## src/rtl/alu_cmd_seq.sv

```systemverilog
// Command sequencer driving the serial operand protocol of the 16-bit ALU.
// Optional WAIT-state abort counter enabled by defining ALU_SEQ_TIMEOUT_EN.
module alu_cmd_seq #(
    parameter int unsigned W              = 16,
    parameter int unsigned TIMEOUT_CYCLES = 1023
) (
    input  logic         clk,
    input  logic         rst_b,
    input  logic         req_valid,
    output logic         req_ready,
    input  logic [1:0]   req_op,
    input  logic [W-1:0] req_a,
    input  logic [W-1:0] req_b,
    output logic         rsp_valid,
    input  logic         rsp_ready,
    output logic [W-1:0] rsp_lo,
    output logic [W-1:0] rsp_hi,
    output logic         rsp_ovf,
    output logic         rsp_err,
    output logic         alu_start,
    output logic [1:0]   alu_s,
    output logic [W-1:0] alu_inbus,
    input  logic [W-1:0] alu_outbus,
    input  logic         alu_finish,
    input  logic         alu_overflow,
    output logic         busy
);

    typedef enum logic [2:0] {
        S_IDLE,
        S_SETUP,
        S_LOAD_M,
        S_LOAD_Q,
        S_WAIT,
        S_CAP2,
        S_RESP
    } state_t;

    state_t         r_state;
    logic [1:0]     r_op;
    logic [W-1:0]   r_a;
    logic [W-1:0]   r_b;
    logic           r_req_ready;
    logic           r_busy;
    logic           r_start;
    logic [1:0]     r_s;
    logic [W-1:0]   r_inbus;
    logic           r_rsp_valid;
    logic [W-1:0]   r_lo;
    logic [W-1:0]   r_hi;
    logic           r_ovf;
    logic           w_two_word;

`ifdef ALU_SEQ_TIMEOUT_EN
    localparam int unsigned CW = $clog2(TIMEOUT_CYCLES + 1);
    logic           r_err;
    logic [CW-1:0]  r_cnt;
    assign rsp_err = r_err;
`else
    logic           w_unused_timeout;
    assign w_unused_timeout = (TIMEOUT_CYCLES != 0);
    assign rsp_err = 1'b0;
`endif

    // mul/div return two words: high/remainder first, then low/quotient
    assign w_two_word = r_op[1];

    always_ff @(posedge clk or negedge rst_b) begin
        if (!rst_b) begin
            r_state     <= S_IDLE;
            r_op        <= '0;
            r_a         <= '0;
            r_b         <= '0;
            r_req_ready <= 1'b1;
            r_busy      <= 1'b0;
            r_start     <= 1'b0;
            r_s         <= '0;
            r_inbus     <= '0;
            r_rsp_valid <= 1'b0;
            r_lo        <= '0;
            r_hi        <= '0;
            r_ovf       <= 1'b0;
`ifdef ALU_SEQ_TIMEOUT_EN
            r_err       <= 1'b0;
            r_cnt       <= '0;
`endif
        end else begin
            case (r_state)
                S_IDLE: begin
                    if (req_valid && r_req_ready) begin
                        r_op        <= req_op;
                        r_a         <= req_a;
                        r_b         <= req_b;
                        r_s         <= req_op;
                        r_req_ready <= 1'b0;
                        r_busy      <= 1'b1;
`ifdef ALU_SEQ_TIMEOUT_EN
                        r_err       <= 1'b0;
`endif
                        r_state     <= S_SETUP;
                    end
                end
                S_SETUP: begin
                    r_start <= 1'b1;
                    r_inbus <= r_a;
                    r_state <= S_LOAD_M;
                end
                S_LOAD_M: begin
                    r_start <= 1'b0;
                    r_inbus <= r_b;
                    r_state <= S_LOAD_Q;
                end
                S_LOAD_Q: begin
                    r_inbus <= '0;
`ifdef ALU_SEQ_TIMEOUT_EN
                    r_cnt   <= '0;
`endif
                    r_state <= S_WAIT;
                end
                S_WAIT: begin
                    // finish has priority over a timeout reached in the same cycle
                    if (alu_finish) begin
                        if (w_two_word) begin
                            r_hi    <= alu_outbus;
                            r_ovf   <= 1'b0;
                            r_state <= S_CAP2;
                        end else begin
                            r_lo        <= alu_outbus;
                            r_hi        <= '0;
                            r_ovf       <= alu_overflow;
                            r_rsp_valid <= 1'b1;
                            r_state     <= S_RESP;
                        end
                    end
`ifdef ALU_SEQ_TIMEOUT_EN
                    else if (r_cnt == CW'(TIMEOUT_CYCLES - 1)) begin
                        r_lo        <= '0;
                        r_hi        <= '0;
                        r_ovf       <= 1'b0;
                        r_err       <= 1'b1;
                        r_rsp_valid <= 1'b1;
                        r_state     <= S_RESP;
                    end else begin
                        r_cnt <= r_cnt + 1'b1;
                    end
`endif
                end
                S_CAP2: begin
                    r_lo        <= alu_outbus;
                    r_rsp_valid <= 1'b1;
                    r_state     <= S_RESP;
                end
                S_RESP: begin
                    if (rsp_ready) begin
                        r_rsp_valid <= 1'b0;
                        r_req_ready <= 1'b1;
                        r_busy      <= 1'b0;
                        r_s         <= '0;
                        r_state     <= S_IDLE;
                    end
                end
                default: begin
                    r_state <= S_IDLE;
                end
            endcase
        end
    end

    assign req_ready = r_req_ready;
    assign busy      = r_busy;
    assign alu_start = r_start;
    assign alu_s     = r_s;
    assign alu_inbus = r_inbus;
    assign rsp_valid = r_rsp_valid;
    assign rsp_lo    = r_lo;
    assign rsp_hi    = r_hi;
    assign rsp_ovf   = r_ovf;

endmodule
```

## config.mk

```make
export PLATFORM = sky130hd
export DESIGN_NAME = alu_cmd_seq
export DESIGN_NICKNAME = d
export VERILOG_FILES = /design/src/rtl/alu_cmd_seq.sv
export SDC_FILE = /design/constraint.sdc
export NUM_CORES = 1
export LEC_CHECK = 0
export CAP_MARGIN = 20
export CORE_ASPECT_RATIO = 0.9
export CORE_MARGIN = 5
export CORE_UTILIZATION = 48
export CTS_CLUSTER_DIAMETER = 30
export DETAILED_ROUTE_END_ITERATION = 8
export PLACE_DENSITY = 0.8
export REMOVE_ABC_BUFFERS = 1
export SLEW_MARGIN = 10
export SYNTH_ARGS = -nofsm -noshare
export SYNTH_HDL_FRONTEND = slang
export SYNTH_SLANG_ARGS = --single-unit
```

## constraint.sdc

```tcl
create_clock -name clk -period 1.7 [get_ports clk]
set_input_delay 0.34 -clock clk [delete_from_list [all_inputs] [get_ports clk]]
set_output_delay 0.34 -clock clk [all_outputs]
set_load 0.02 [all_outputs]
```

==> reports/results.tsv <==
metric	value	unit
grt_overflow_total	0	
end_kind	output pin	
grt.total_usage	0.201	
grt_pass1_wl	15.9	mm
synth_edf_count	0	
period_minus_slack	1.65	ns
power_leakage	0.00284	uW
area_growth	39.6	%
fp.coreArea	8030	um2
grt_pass1_vias	3201	
die_area	10100	um2
synth_common_cells	90 x dfrtp_1, 39 x nand2_1, 36 x o21ai_0	
drc	0	
synth_top_area_cell	dfrtp_1	
wl_per_cell	17.7	um
seq_area_frac_synth	0.580	
switching_share	0.355	
cp-startpoint	rsp_lo[14]$_DFFE_PN0P_	
cts_made_buffers	9	
io_pins	112	
postLayoutCellArea	5480	um2
post-route-util	0.683	
r2r-end	alu_inbus[13]$_DFFE_PN0P_	
p_clk_frac	0.183	
drtIter0Drc	83	
placed_area	5240	um2
antenna_found_initial	0	
synth_most_common_cell	dfrtp_1	
slowest_stage	clkdlybuf4s50_1	
cts_tree	done	
max_freq	0.605	GHz
sequentialPowerShare	0.398	
regToRegSetupSlack	0.19	ns
ys.flop_type	dfrtp_1	
dr.pass1.iters	4	
pwr-share-comb	0.419	
p_int	5750	uW
ys_seq_elements	91	
hp-class	in2async	
htree_levels	3	
path_class	reg2out	
die_w	105	um
worstPathCellList	clkdlybuf4s50_1	
reg2reg_depth	5	
clock_latency	0.36	ns
cp-start-kind	flop	
regArea	2280	um2
synth.distinct_cells	32	
setup_viol	0	
via_per_inst	5.30	
power_density	1630	nW/um2
gp_congestion	0.808	
syn-cell-area	3930	um2
r2r_start	r_state[0]$_DFFE_PN0P_	
die_y	95.8	um
wirelength	9.58	mm
crit_arrival	1.31	ns
cts_setup_buffers	0	
crit_required	1.36	ns
rsz0062_at_grt	no	
avgSynthCellArea	12.4	um2
cpLargestDelayFamily	buffers and inverters	
status	finished clean	
clk_path_buf_depth	2	
hold_viol	0	
synth_top_area_frac	0.573	
synthArstFlopShare	1.00	
diodes	0	
ir_drop	1.18	mV
maxSlewViolCount	0	
drive_gt1_frac	0.215	
critPathMaxStageDelay	0.61	ns
finClkSkew	0.00998	ns
vias	2865	
multi_input_area	1500	um2
path_clk_slew	0.09	ns
nNetsFinal	493	
synthCells	316	
final.period_utilization	0.973	
dp_hpwl	6.80	mm
cts.sinks	91	
num_rows	31	
n_fill_cell	593	
numPortBuffers	110	
critical_path_buf_inv_count	1	
drt.antenna.violating_nets	0	
yosys_warnings	0	
critPathMaxFanout	2	
clockRootBuffer	clkbuf_8	
grt_start_max_net_pins	39	
p_switching	3160	uW
cap_violations	0	
yosys-top-cells-area	dfrtp_1 57%, mux2_4 10%, mux2_2 6.3%	
start_util	0.489	
[cells in the final DEF, fill, tap and decap left out, types with 2 or more instances in the layout]
master | synthesis | routed
nand2_1 | 39 | 39
nor2b_1 | 19 | 18
dlymetal6s2s_1 | 0 | 19
buf_4 | 3 | 18
inv_1 | 4 | 4
clkinvlp_4 | 0 | 2
mux2_2 | 22 | 22
dfrtp_1 | 90 | 90
mux2_4 | 27 | 27
buf_12 | 0 | 5
bufinv_16 | 0 | 2
clkbuf_8 | 0 | 10
mux2i_1 | 2 | 2
a21oi_1 | 19 | 19
o21ai_0 | 36 | 36
dlygate4sd2_1 | 0 | 32
a22oi_1 | 16 | 16
nor2_1 | 2 | 2
clkdlybuf4s50_1 | 0 | 58
[power groups by stage]
stage / clock network, uW / registers, uW / logic [uW]
global placement: 0 / 3550 / 3850
global route: 1760 / 3650 / 4040
detailed placement: 0 / 3600 / 3960
finish: 1630 / 3550 / 3730
CTS: 1670 / 3550 / 3810
floorplan: 0 / 4160 / 1470
[registers in the layout (all words and copies together), names as in the netlist]
register   flops
r_b           16
rsp_hi        16
rsp_ovf        1
busy           1
alu_s          2
alu_inbus     16
r_a           16
rsp_valid      1
rsp_lo        16
r_op           1
r_state        3
alu_start      1
req_ready      1
[cells by family (layout without fill, tap and decap cells)]
| group | Yosys count | in the layout | share of synthesized area |
|---|---|---|---|
| AOI/OAI and AO/OA | 77 | 77 | 0.114 |
| buffers and inverters | 27 | 153 | 0.0398 |
| DFF | 91 | 91 | 0.580 |
| muxes | 51 | 51 | 0.171 |
| other | 1 | 1 | 0.000955 |
| and+or+nand+nor | 69 | 69 | 0.0940 |
[how the worst max path moves through the flow]
stage                                  to  slack [ns]  depth (start not counted)
floorplan              r_a[0]$_DFFE_PN0P_       -0.28                          3
global placement    rsp_lo[0]$_DFFE_PN0P_       0.005                          5
detailed placement  rsp_lo[0]$_DFFE_PN0P_       -0.04                          5
CTS                            rsp_lo[10]       0.003                          1
global route                    rsp_hi[3]      0.0008                          1
finish                         rsp_lo[14]        0.05                          1
[metal layers]
metal	routed length, um	up-vias	global-route usage
met1	3990	1439	0.243
met2	4970	80	0.352
li1	-	1335	-
met4	146	0	0.0776
met5	0	-	0
met3	472	11	0.0476
[final cells by class]
cell class,instances,area share
flip-flops and latches,91,0.416
multi-input cells,198,0.273
repair buffers,133,0.245
clock buffers,10,0.0251
well taps,99,0.0226
clock inverters,6,0.0162
inverters,4,0.00274
[repair_timing]
action / CTS / global route
pin swaps: 0 / 0
hold buffers: 1 / 0
endpoints found under the setup margin: 32 / 19
resized for setup: 32 / 19
hold endpoints to repair: 24 / 0
[through the flow]
step                      setup TNS [ns]  cells  hold slack, ns  setup slack, ns  total power (uW)
after floorplan                   -15.97    293          0.0444           -0.284              5630
after global placement                 0    524           0.273          0.00477              7400
after detailed placement          -0.364    524           0.276          -0.0363              7560
after CTS                              0    541           0.421          0.00305              9030
after global routing                   0    541           0.441         0.000807              9450
final                                  0    541           0.433           0.0466              8910
Power figures use the tool's default switching activity.
